$ cat config.mk
export PLATFORM = sky130hd
export DESIGN_NAME = serial_receiver
export DESIGN_NICKNAME = d
export VERILOG_FILES = /design/src/rtl/serial_pkg.sv /design/src/rtl/sipo_shift_reg.sv /design/src/rtl/serial_receiver.sv
export SDC_FILE = /design/constraint.sdc
export NUM_CORES = 1
export LEC_CHECK = 0
export ABC_AREA = 1
export CORE_MARGIN = 2
export CORE_UTILIZATION = 35
export DETAILED_ROUTE_END_ITERATION = 8
export GPL_TIMING_DRIVEN = 0
export PLACE_DENSITY = 0.54
export SYNTH_ARGS = -nofsm -noshare
export SYNTH_HDL_FRONTEND = slang
export SYNTH_SLANG_ARGS = --single-unit
$ cat constraint.sdc
create_clock -name clk -period 3.4 [get_ports clk]
set_input_delay 0.68 -clock clk [delete_from_list [all_inputs] [get_ports clk]]
set_output_delay 0.68 -clock clk [all_outputs]
set_load 0.05 [all_outputs]
$ cat src/rtl/serial_pkg.sv
// Shared definitions for both ends of the serial link: frame polarity,
// default word width and the receiver state encoding.
package serial_pkg;
    localparam int DATA_WIDTH = 8;

    localparam logic START_BIT = 1'b0;
    localparam logic STOP_BIT  = 1'b1;

    typedef enum logic [1:0] {
        IDLE = 2'd0,
        DATA = 2'd1,
        STOP = 2'd2
    } rxState_t;
endpackage

$ cat src/rtl/sipo_shift_reg.sv
// Serial-in/parallel-out register. New bits enter at the LSB, so after
// WIDTH shifts the first bit received sits in the MSB.
module sipo_shift_reg
    import serial_pkg::*;
#(
    parameter int WIDTH = DATA_WIDTH
) (
    input  logic             clk,
    input  logic             rst,
    input  logic             shiftEn,
    input  logic             serIn,
    output logic [WIDTH-1:0] q
);

    always_ff @(posedge clk or negedge rst) begin
        if (!rst)
            q <= '0;
        else if (shiftEn)
            q <= {q[WIDTH-2:0], serIn};
    end

endmodule

$ cat src/rtl/serial_receiver.sv
// Receiving end of the serial link: start-bit detect, MSB-first assembly,
// stop-bit check and a valid/ack output register with sticky overrun.
module serial_receiver
    import serial_pkg::*;
#(
    parameter int WIDTH = DATA_WIDTH
) (
    input  logic             clk,
    input  logic             rst,
    input  logic             en,
    input  logic             serIn,
    input  logic             ack,
    output logic [WIDTH-1:0] parOut,
    output logic             valid,
    output logic             co,
    output logic             frameErr,
    output logic             overrun
);

    localparam int CW = (WIDTH > 1) ? $clog2(WIDTH) : 1;
    localparam logic [CW-1:0] LAST = CW'(WIDTH - 1);

    rxState_t         state, stateNxt;
    logic [CW-1:0]    cnt;
    logic [WIDTH-1:0] shiftQ;

    logic lastBit, stopSample, goodFrame, loadWord, dropWord, ackTaken;

    assign lastBit    = en && (state == DATA) && (cnt == LAST);
    assign stopSample = en && (state == STOP);
    assign goodFrame  = stopSample && (serIn == STOP_BIT);
    // A word may replace the held one only if the consumer takes the old one on this edge.
    assign loadWord   = goodFrame && (!valid || ack);
    assign dropWord   = goodFrame && valid && !ack;
    assign ackTaken   = ack && valid;

    sipo_shift_reg #(.WIDTH(WIDTH)) uShift (
        .clk     (clk),
        .rst     (rst),
        .shiftEn (en && (state == DATA)),
        .serIn   (serIn),
        .q       (shiftQ)
    );

    always_ff @(posedge clk or negedge rst) begin
        if (!rst)
            state <= IDLE;
        else
            state <= stateNxt;
    end

    // A low stop bit returns to IDLE rather than being reused as a start bit.
    always_comb begin
        stateNxt = state;
        if (en) begin
            case (state)
                IDLE:    if (serIn == START_BIT) stateNxt = DATA;
                DATA:    if (cnt == LAST)        stateNxt = STOP;
                STOP:    stateNxt = IDLE;
                default: stateNxt = IDLE;
            endcase
        end
    end

    always_ff @(posedge clk or negedge rst) begin
        if (!rst) begin
            cnt <= '0;
        end else if (en) begin
            if (state == IDLE)
                cnt <= '0;
            else if ((state == DATA) && (cnt != LAST))
                cnt <= cnt + 1'b1;
        end
    end

    always_ff @(posedge clk or negedge rst) begin
        if (!rst) begin
            parOut   <= '0;
            valid    <= 1'b0;
            co       <= 1'b0;
            frameErr <= 1'b0;
            overrun  <= 1'b0;
        end else begin
            co       <= lastBit;
            frameErr <= stopSample && (serIn != STOP_BIT);

            if (loadWord)
                parOut <= shiftQ;

            if (loadWord)
                valid <= 1'b1;
            else if (ackTaken)
                valid <= 1'b0;

            if (dropWord)
                overrun <= 1'b1;
            else if (ackTaken)
                overrun <= 1'b0;
        end
    end

endmodule
==> results of run 1 <==
-- path summary, 6_finish.rpt --
kind / slack, ns / cells after the start / endpoint / startpoint
min in group asynchronous: 0.95 / 1 / co / rst
max: 1.18 / 1 / valid / valid
max reg2reg: 2.04 / 6 / cnt[0] / cnt[0]
min: 0.49 / 2 / parOut[3] / parOut[3]
max in group asynchronous: 1.80 / 1 / parOut[6] / rst
min reg2reg: 0.49 / 2 / parOut[3] / parOut[3]
-- sequential cells by signal (all words and copies together), names as in the netlist --
name and count:
parOut 8, uShift.q 8, cnt 3, state 2
co 1, frameErr 1, overrun 1, valid 1
-- synthesized netlist by cell type, drive strengths merged --
cell type,instances,area share
nand2,35,0.13
dfrtp,25,0.60
nor2,7,0.035
nand3,13,0.079
o21ai,10,0.048
a21oi,4,0.019
buf,1,0.011
inv,12,0.043
o22ai,1,0.0060
nand4,1,0.0060
ha,2,0.024
-- where the power goes --
part / leakage (nW) / internal (mW) / switching (mW)
logic: 0.296 / 0.0673 / 0.106
registers: 0.324 / 0.363 / 0.0508
clock network: 0.0150 / 0.0457 / 0.0824
total: 0.635 / 0.476 / 0.239
-- per-layer routing --
metal,up-vias,GRT usage,share of wire
li1,396,-,-
met1,364,0.174,0.50
met2,12,0.204,0.46
met3,2,0.0264,0.036
met4,0,0.0487,0.0093
met5,-,0,0
-- logic make-up (layout without fill, tap and decap cells) --
logic type,after synthesis,count (layout),synth area share
simple gates,56,56,0.249
compound gates,15,15,0.0732
flops,25,25,0.600
fa+ha+maj,2,2,0.0240
buf+inv,13,33,0.0540
-- per-stage QoR --
stage	hold slack, ns	instance area, um2
6_report	0.491	1270
5_1_grt	0.511	1270
3_3_place_gp	0.463	1240
4_1_cts	0.498	1270
2_1_floorplan	0.384	1040
3_5_place_dp	0.465	1240
-- final cells by class --
class / instances / share of cell area
sequential: 25 / 0.494
multi-input combinational: 73 / 0.284
timing repair buffer: 16 / 0.126
inverter: 12 / 0.0355
tap: 31 / 0.0306
clock buffer: 4 / 0.0207
buffer: 1 / 0.00888
==> flow_summary_export.csv, run 1 <==
group,metric,value,unit
clock_tree,numCtsBuffers,3,
clock_tree,h-tree-depth,1,
critical_path,crit_path_end_kind,"output pin",
clock_tree,cts-hold-fix-buffers,0,
clock_tree,clock_latency,0.30,ns
worst_hold_path,hold_path_class,"flop to flop",
clock_tree,clock-root-buffer,"clkbuf_4",
timing,finalSetupViolCount,0,
critical_path,critPathBufInv,1,
finish,final_core_utilization,0.456,
finish,fill_cells,282,
die,ios,17,
clock_tree,cts.sinks,25,
finish,fin_nets,139,
drt,totalWireLength,1830,um
clock_tree,path_clk_slew,0.13,ns
finish,layout_commonest_cell,"nand2_1",
timing,period_share,0.654,
critical_path,startpoint_type,"flop",
drt,vias_per_cell,4.78,
timing,relSlewSlack,0.268,
timing,grt_setup_unrepaired,"no",
die,core_area,2780,um2
critical_path,arrival,1.54,ns
global_route,grt_pass1_vias,764,
place,post-place-cells,158,
timing,skew,0.00273,ns
finish,final_cell_mix,"nand2_1, dfrtp_1, clkdlybuf4s50_1",
finish,instances_no_fill,162,
critical_path,worstPathRequired,2.72,ns
critical_path,cp_slowest_stage_delay,0.82,ns
die,dieArea,3430,um2
place,gp_congestion,0.838,
clock_tree,cts.path.max_buffers,2,
status,status,"complete, no violations",
critical_path,crit_slowest_cell,"clkdlybuf4s50_1",
die,start_util,0.375,
critical_path,worstPathMaxFanout,4,
timing,period_minus_slack,2.22,ns
timing,finalMaxSlewViolations,0,
global_route,grt_overflow_total,0,
power_and_ir_drop,vdd_drop_max,0.329,mV
global_route,antenna_found_initial,0,
power_and_ir_drop,p_leak,0.635,nW
synthesis,synth_nets,118,
global_route,grt.total_usage,0.129,
synthesis,yosysSeqAreaShare,0.600,
clock_tree,post_cts_resized,0,
power_and_ir_drop,power.density,564,nW/um2
place,numPortBuffers,16,
clock_tree,tritoncts,"done",
drt,wire_per_inst,11.3,um
critical_path,cp_cell_sequence,"clkdlybuf4s50_1",
die,chipWidth,58.6,um
finish,diodes,0,
clock_tree,cts_setup_buffers,0,
place,pre_cts_ws,1.33,ns
die,rows,19,
global_route,grt_pass1_wl,3400,um
drt,ant_nets,0,
die,die_y,58.6,um
critical_path,worstSetupPathType,"flop to output pin",
job,cap_viol_max_count,0,
timing,hold_viol_final,0,
power_and_ir_drop,p_total,0.715,mW
timing,finalSetupTns,0,ns
drt,drt_iter0_drc,22,
drt,dr.pass1.iters,4,
drt,drc,0,
synthesis,avgSynthCellArea,9.39,um2
drt,dr_total_vias,774,
place,hpwl,1300,um
finish,drive_above_1_share,0.0687,
synthesis,yosys_warnings,0,
finish,syn2layout_area_growth,21.6,%
global_route,grt_max_degree,26,
synthesis,ys_types,17,
timing,max_freq,0.450,GHz
finish,regArea,626,um2
timing,timing.final.ws_setup,1.18,ns
critical_path,critical_path.top_delay_family,"buffers and inverters",
synthesis,synth_cells,111,
synthesis,synth-seq-cells,25,
finish,multi_input_area,360,um2
timing,tightest_slew,1.09,ns
synthesis,synthesis.area,1040,um2
(Power assumes the default switching activity.)
==> run 2: changes to the inputs <==
--- a/config.mk
+++ b/config.mk
@@ -10,7 +10,7 @@
 export CORE_UTILIZATION = 35
 export DETAILED_ROUTE_END_ITERATION = 8
 export GPL_TIMING_DRIVEN = 0
-export PLACE_DENSITY = 0.54
+export PLACE_DENSITY = 0.56
 export SYNTH_ARGS = -nofsm -noshare
 export SYNTH_HDL_FRONTEND = slang
 export SYNTH_SLANG_ARGS = --single-unit
==> constraint.sdc (replaced) <==
create_clock -name clk -period 2 [get_ports clk]
set_input_delay 0.4 -clock clk [delete_from_list [all_inputs] [get_ports clk]]
set_output_delay 0.4 -clock clk [all_outputs]
set_load 0.05 [all_outputs]
==> run 2 against run 1 <==
Effect of this change: first-iteration DRC count did not move; non-clock buffer count did not move; sequential cell count did not move; clock power rose by 70%; largest cell class unchanged; highest routed layer unchanged.
==> flow_summary_export.csv, run 2 (synthesis gave the netlist of run 1 again) <==
group,metric,value,unit
die,ios,17,
worst_hold_path,whs_endpoint,"parOut[3]",
drt,totalWireLength,1800,um
timing,tightest_slew,1.09,ns
clock_tree,h-tree-depth,1,
clock_tree,cts.sinks,25,
global_route,grt_overflow_total,0,
clock_tree,cts.path.max_buffers,2,
timing,hold_viol_final,0,
drt,drt_iter0_drc,22,
finish,final_cell_mix,"nand2_1, dfrtp_1, clkdlybuf4s50_1",
timing,period_minus_slack,1.89,ns
clock_tree,clock-root-buffer,"clkbuf_4",
place,numPortBuffers,16,
finish,fin_nets,139,
worst_hold_path,worstHoldStart,"parOut[3]",
timing,hold_ws,0.492,ns
critical_path,r2r_end,"cnt[0]",
critical_path,crit_slowest_cell,"clkdlybuf4s50_1",
clock_tree,numCtsBuffers,3,
worst_hold_path,hold_depth,2,
die,start_util,0.375,
die,chipWidth,58.6,um
critical_path,r2r_start,"cnt[0]",
timing,timing.final.ws_setup,0.112,ns
place,hpwl,1290,um
finish,final_cell_area,1270,um2
critical_path,startpoint_type,"flop",
global_route,grt_pass1_vias,733,
power_and_ir_drop,p_leak,0.657,nW
timing,max_freq,0.530,GHz
critical_path,critical_path.top_delay_family,"buffers and inverters",
clock_tree,clock_latency,0.31,ns
place,dpl_cell_area,1240,um2
die,dieArea,3430,um2
critical_path,critPathBufInv,1,
clock_tree,cts-hold-fix-buffers,0,
timing,finalSetupViolCount,0,
critical_path,reg2reg_slack,0.63,ns
timing,period_share,0.944,
drt,dr_total_vias,753,
place,pre_cts_ws,0.215,ns
timing,relSlewSlack,0.270,
drt,ant_nets,0,
critical_path,cp_slowest_stage_delay,0.80,ns
die,rows,19,
critical_path,crit_path_end_kind,"output pin",
finish,drive_above_1_share,0.0763,
power_and_ir_drop,vdd_drop_max,0.648,mV
critical_path,arrival,1.49,ns
global_route,antenna_found_initial,0,
critical_path,reg2reg_depth,6,
drt,dr.pass1.iters,4,
timing,grt_setup_unrepaired,"no",
power_and_ir_drop,p_total,1.21,mW
global_route,grt.total_usage,0.124,
critical_path,cp_cell_sequence,"clkdlybuf4s50_1",
finish,layout_commonest_cell,"nand2_1",
finish,diodes,0,
critical_path,worstPathMaxFanout,2,
power_and_ir_drop,power.density,951,nW/um2
critical_path,worstSetupPathType,"flop to output pin",
drt,vias_per_cell,4.65,
clock_tree,tritoncts,"done",
die,core_area,2780,um2
status,status,"complete, no violations",
global_route,grt_pass1_wl,3260,um
finish,syn2layout_area_growth,22.0,%
drt,wire_per_inst,11.1,um
critical_path,worstPathRequired,1.60,ns
place,gp_congestion,0.840,
timing,finalMaxSlewViolations,0,
die,die_y,58.6,um
drt,drc,0,
job,cap_viol_max_count,0,
timing,skew,0.00326,ns
finish,reg_top3,"parOut x8, uShift.q x8, cnt x3",
clock_tree,cts_setup_buffers,0,
timing,finalSetupTns,0,ns
worst_hold_path,hold_path_class,"flop to flop",
global_route,grt_max_degree,26,
clock_tree,path_clk_slew,0.13,ns
## run 2: per-layer routing
metal,wire length [um],track usage,share of wire
met1,864,0.157,0.48
met2,841,0.207,0.47
met3,77,0.0462,0.043
met4,17,0.0195,0.0094
met5,0,0,0
## run 2: worst max-delay path by stage
| stage | startpoint | endpoint | depth (start not counted) | slack (ns) |
|---|---|---|---|---|
| 2_1_floorplan | cnt[0] | cnt[0] | 6 | 0.77 |
| 3_3_place_gp | rst | parOut[6] | 1 | 0.24 |
| 3_5_place_dp | rst | parOut[6] | 1 | 0.22 |
| 4_1_cts | valid | valid | 1 | 0.02 |
| 5_1_grt | parOut[6] | parOut[6] | 1 | 0.05 |
| 6_report | parOut[6] | parOut[6] | 1 | 0.11 |
## run 2: power by group
| group | internal, mW | switching [mW] | leakage [nW] | total, mW |
|---|---|---|---|---|
| logic | 0.114 | 0.174 | 0.315 | 0.288 |
| registers | 0.617 | 0.0871 | 0.324 | 0.704 |
| clock network | 0.0748 | 0.143 | 0.0177 | 0.217 |
| total | 0.806 | 0.403 | 0.657 | 1.21 |
## run 2: timing repair
item / 4_1_cts / 5_1_grt
resized for setup: 0 / 1
hold endpoints to repair: 0 / 0
endpoints found under the setup margin: 0 / 1
## run 2: area by class of cell
class | instances | area (um2)
fill | 285 | 1510
sequential | 25 | 626
multi-input combinational | 73 | 360
timing repair buffer | 16 | 163
inverter | 12 | 45.0
tap | 31 | 38.8
clock buffer | 3 | 22.5
buffer | 1 | 11.3
clock inverter | 1 | 5.00
## run 2: stage by stage
step | instances | utilization
floorplan | 111 | -
global placement | 158 | 0.446
detailed placement | 158 | 0.446
CTS | 162 | 0.456
global route | 162 | 0.457
finish | 162 | 0.457
==> run 3: changes to the inputs <==
--- a/config.mk
+++ b/config.mk
@@ -11,6 +11,7 @@
 export DETAILED_ROUTE_END_ITERATION = 8
 export GPL_TIMING_DRIVEN = 0
 export PLACE_DENSITY = 0.56
+export RECOVER_POWER = 25
 export SYNTH_ARGS = -nofsm -noshare
 export SYNTH_HDL_FRONTEND = slang
 export SYNTH_SLANG_ARGS = --single-unit
==> run 3 against run 2 <==
Effect of this change: hold slack hardly changed; global-route usage is the same; sequential cell count unchanged; sequential share of layout area up 1.1 points; fmax about the same; wire length shrank 0.44%; worst setup slack worse by 0.00070 ns; critical path type unchanged; clock power is essentially flat; power down 2.1%; largest cell class unchanged; die area did not move; cell count stayed put; first-iteration DRC count rose by 36%.
==> flow_summary_export.csv, run 3 (synthesis gave the netlist of run 1 again) <==
group,metric,value,unit
status,status,"complete, no violations",
global_route,met3_usage,0.0462,
timing,max_freq,0.530,GHz
die,rows,19,
die,start_util,0.375,
finish,drive_above_1_share,0.0458,
critical_path,startpoint_type,"flop",
timing,period_minus_slack,1.89,ns
global_route,grt_pass1_vias,733,
drt,vias_per_cell,4.62,
power_and_ir_drop,p_leak,0.651,nW
die,dieArea,3430,um2
power_and_ir_drop,power.density,952,nW/um2
clock_tree,h-tree-depth,1,
clock_tree,clock_latency,0.31,ns
critical_path,arrival,1.49,ns
global_route,met2_usage,0.207,
worst_hold_path,hold_path_class,"flop to flop",
clock_tree,cts.sinks,25,
timing,finalSetupTns,0,ns
global_route,grt_overflow_total,0,
critical_path,worstPathMaxFanout,2,
clock_tree,clock-root-buffer,"clkbuf_4",
global_route,antenna_found_initial,0,
finish,syn2layout_area_growth,19.3,%
finish,layout_commonest_cell,"nand2_1",
finish,fin_nets,139,
global_route,grt_util_met1,0.157,
clock_tree,cts.path.max_buffers,2,
die,chipWidth,58.6,um
global_route,grt-busiest-layer,"met2",
critical_path,worstSetupPathType,"flop to output pin",
critical_path,critical_path.top_delay_family,"buffers and inverters",
job,cap_viol_max_count,0,
critical_path,crit_slowest_cell,"clkdlybuf4s50_1",
drt,wire_per_inst,11.1,um
global_route,grt.total_usage,0.124,
timing,hold_viol_final,0,
drt,drt_iter0_drc,30,
critical_path,crit_path_end_kind,"output pin",
place,numPortBuffers,16,
power_and_ir_drop,vdd_drop_max,0.630,mV
critical_path,worstPathRequired,1.60,ns
timing,hold_ws,0.492,ns
timing,period_share,0.944,
timing,finalSetupViolCount,0,
critical_path,cp_cell_sequence,"clkdlybuf4s50_1",
place,hpwl,1290,um
finish,diodes,0,
die,die_y,58.6,um
clock_tree,path_clk_slew,0.13,ns
timing,grt_setup_unrepaired,"no",
timing,finalMaxSlewViolations,0,
clock_tree,tritoncts,"done",
finish,final_cell_area,1240,um2
die,ios,17,
global_route,grt_pass1_wl,3260,um
timing,relSlewSlack,0.279,
place,gp_congestion,0.840,
drt,ant_nets,0,
critical_path,critPathBufInv,1,
place,dpl_cell_area,1240,um2
finish,reg_top3,"parOut x8, uShift.q x8, cnt x3",
place,post-place-cells,158,
critical_path,cp_slowest_stage_delay,0.80,ns
finish,instances_no_fill,162,
drt,drc,0,
global_route,grt_max_degree,26,
drt,totalWireLength,1790,um
timing,skew,0.00430,ns
drt,dr_total_vias,748,
clock_tree,numCtsBuffers,3,
drt,dr.pass1.iters,4,
finish,final_cell_mix,"nand2_1, dfrtp_1, clkdlybuf4s50_1",
die,core_area,2780,um2
timing,tightest_slew,1.08,ns
==> run 3: cell count changes in the layout (fill, tap and decap cells not counted), sizes merged <==
cell / delta
clkbuf: +1
clkdlybuf4s50: -1
buf: -1
dlygate4sd3: +1
==> run 3: metal layers <==
| layer | vias up | routed length, um |
|---|---|---|
| li1 | 397 | - |
| met1 | 339 | 861 |
| met2 | 10 | 837 |
| met3 | 2 | 77 |
| met4 | 0 | 17 |
| met5 | - | 0 |
==> run 3: report_power, final <==
part / switching [mW] / internal (mW)
sequential: 0.0816 / 0.617
clock: 0.143 / 0.0747
combinational: 0.168 / 0.0987
total: 0.393 / 0.791
==> run 3: layout make-up <==
type,instances,area [um2]
Buffer,1,3.75
Inverter,12,45.0
Fill cell,289,1540
Clock inverter,1,5.00
Sequential cell,25,626
Timing Repair Buffer,16,163
Multi-Input combinational cell,73,340
Clock buffer,3,22.5
Tap cell,31,38.8
==> run 3: worst paths after layout <==
path	start	depth (start not counted)	slack (ns)	endpoint
min in group asynchronous	rst	1	0.66	uShift.q[0]
worst min-delay path	parOut[3]	2	0.49	parOut[3]
worst max register to register	state[1]	4	0.59	uShift.q[3]
worst min register to register	parOut[3]	2	0.49	parOut[3]
max in group asynchronous	rst	1	0.70	parOut[4]
worst max-delay path	parOut[6]	1	0.11	parOut[6]
==> run 3: metrics by stage <==
step                      setup slack (ns)  power [mW]   util
after floorplan                      0.770       0.911      -
after global routing                0.0469        1.28  0.447
after CTS                           0.0248        1.23  0.456
after detailed placement             0.215        1.01  0.446
final                                0.111        1.18  0.447
after global placement               0.238       0.989  0.446
==> run 3: timing repair <==
action | 4_1_cts | 5_1_grt
setup endpoints to repair | 0 | 1
hold buffers | 0 | 0
gates resized for setup | 0 | 1
setup buffers | 0 | 0
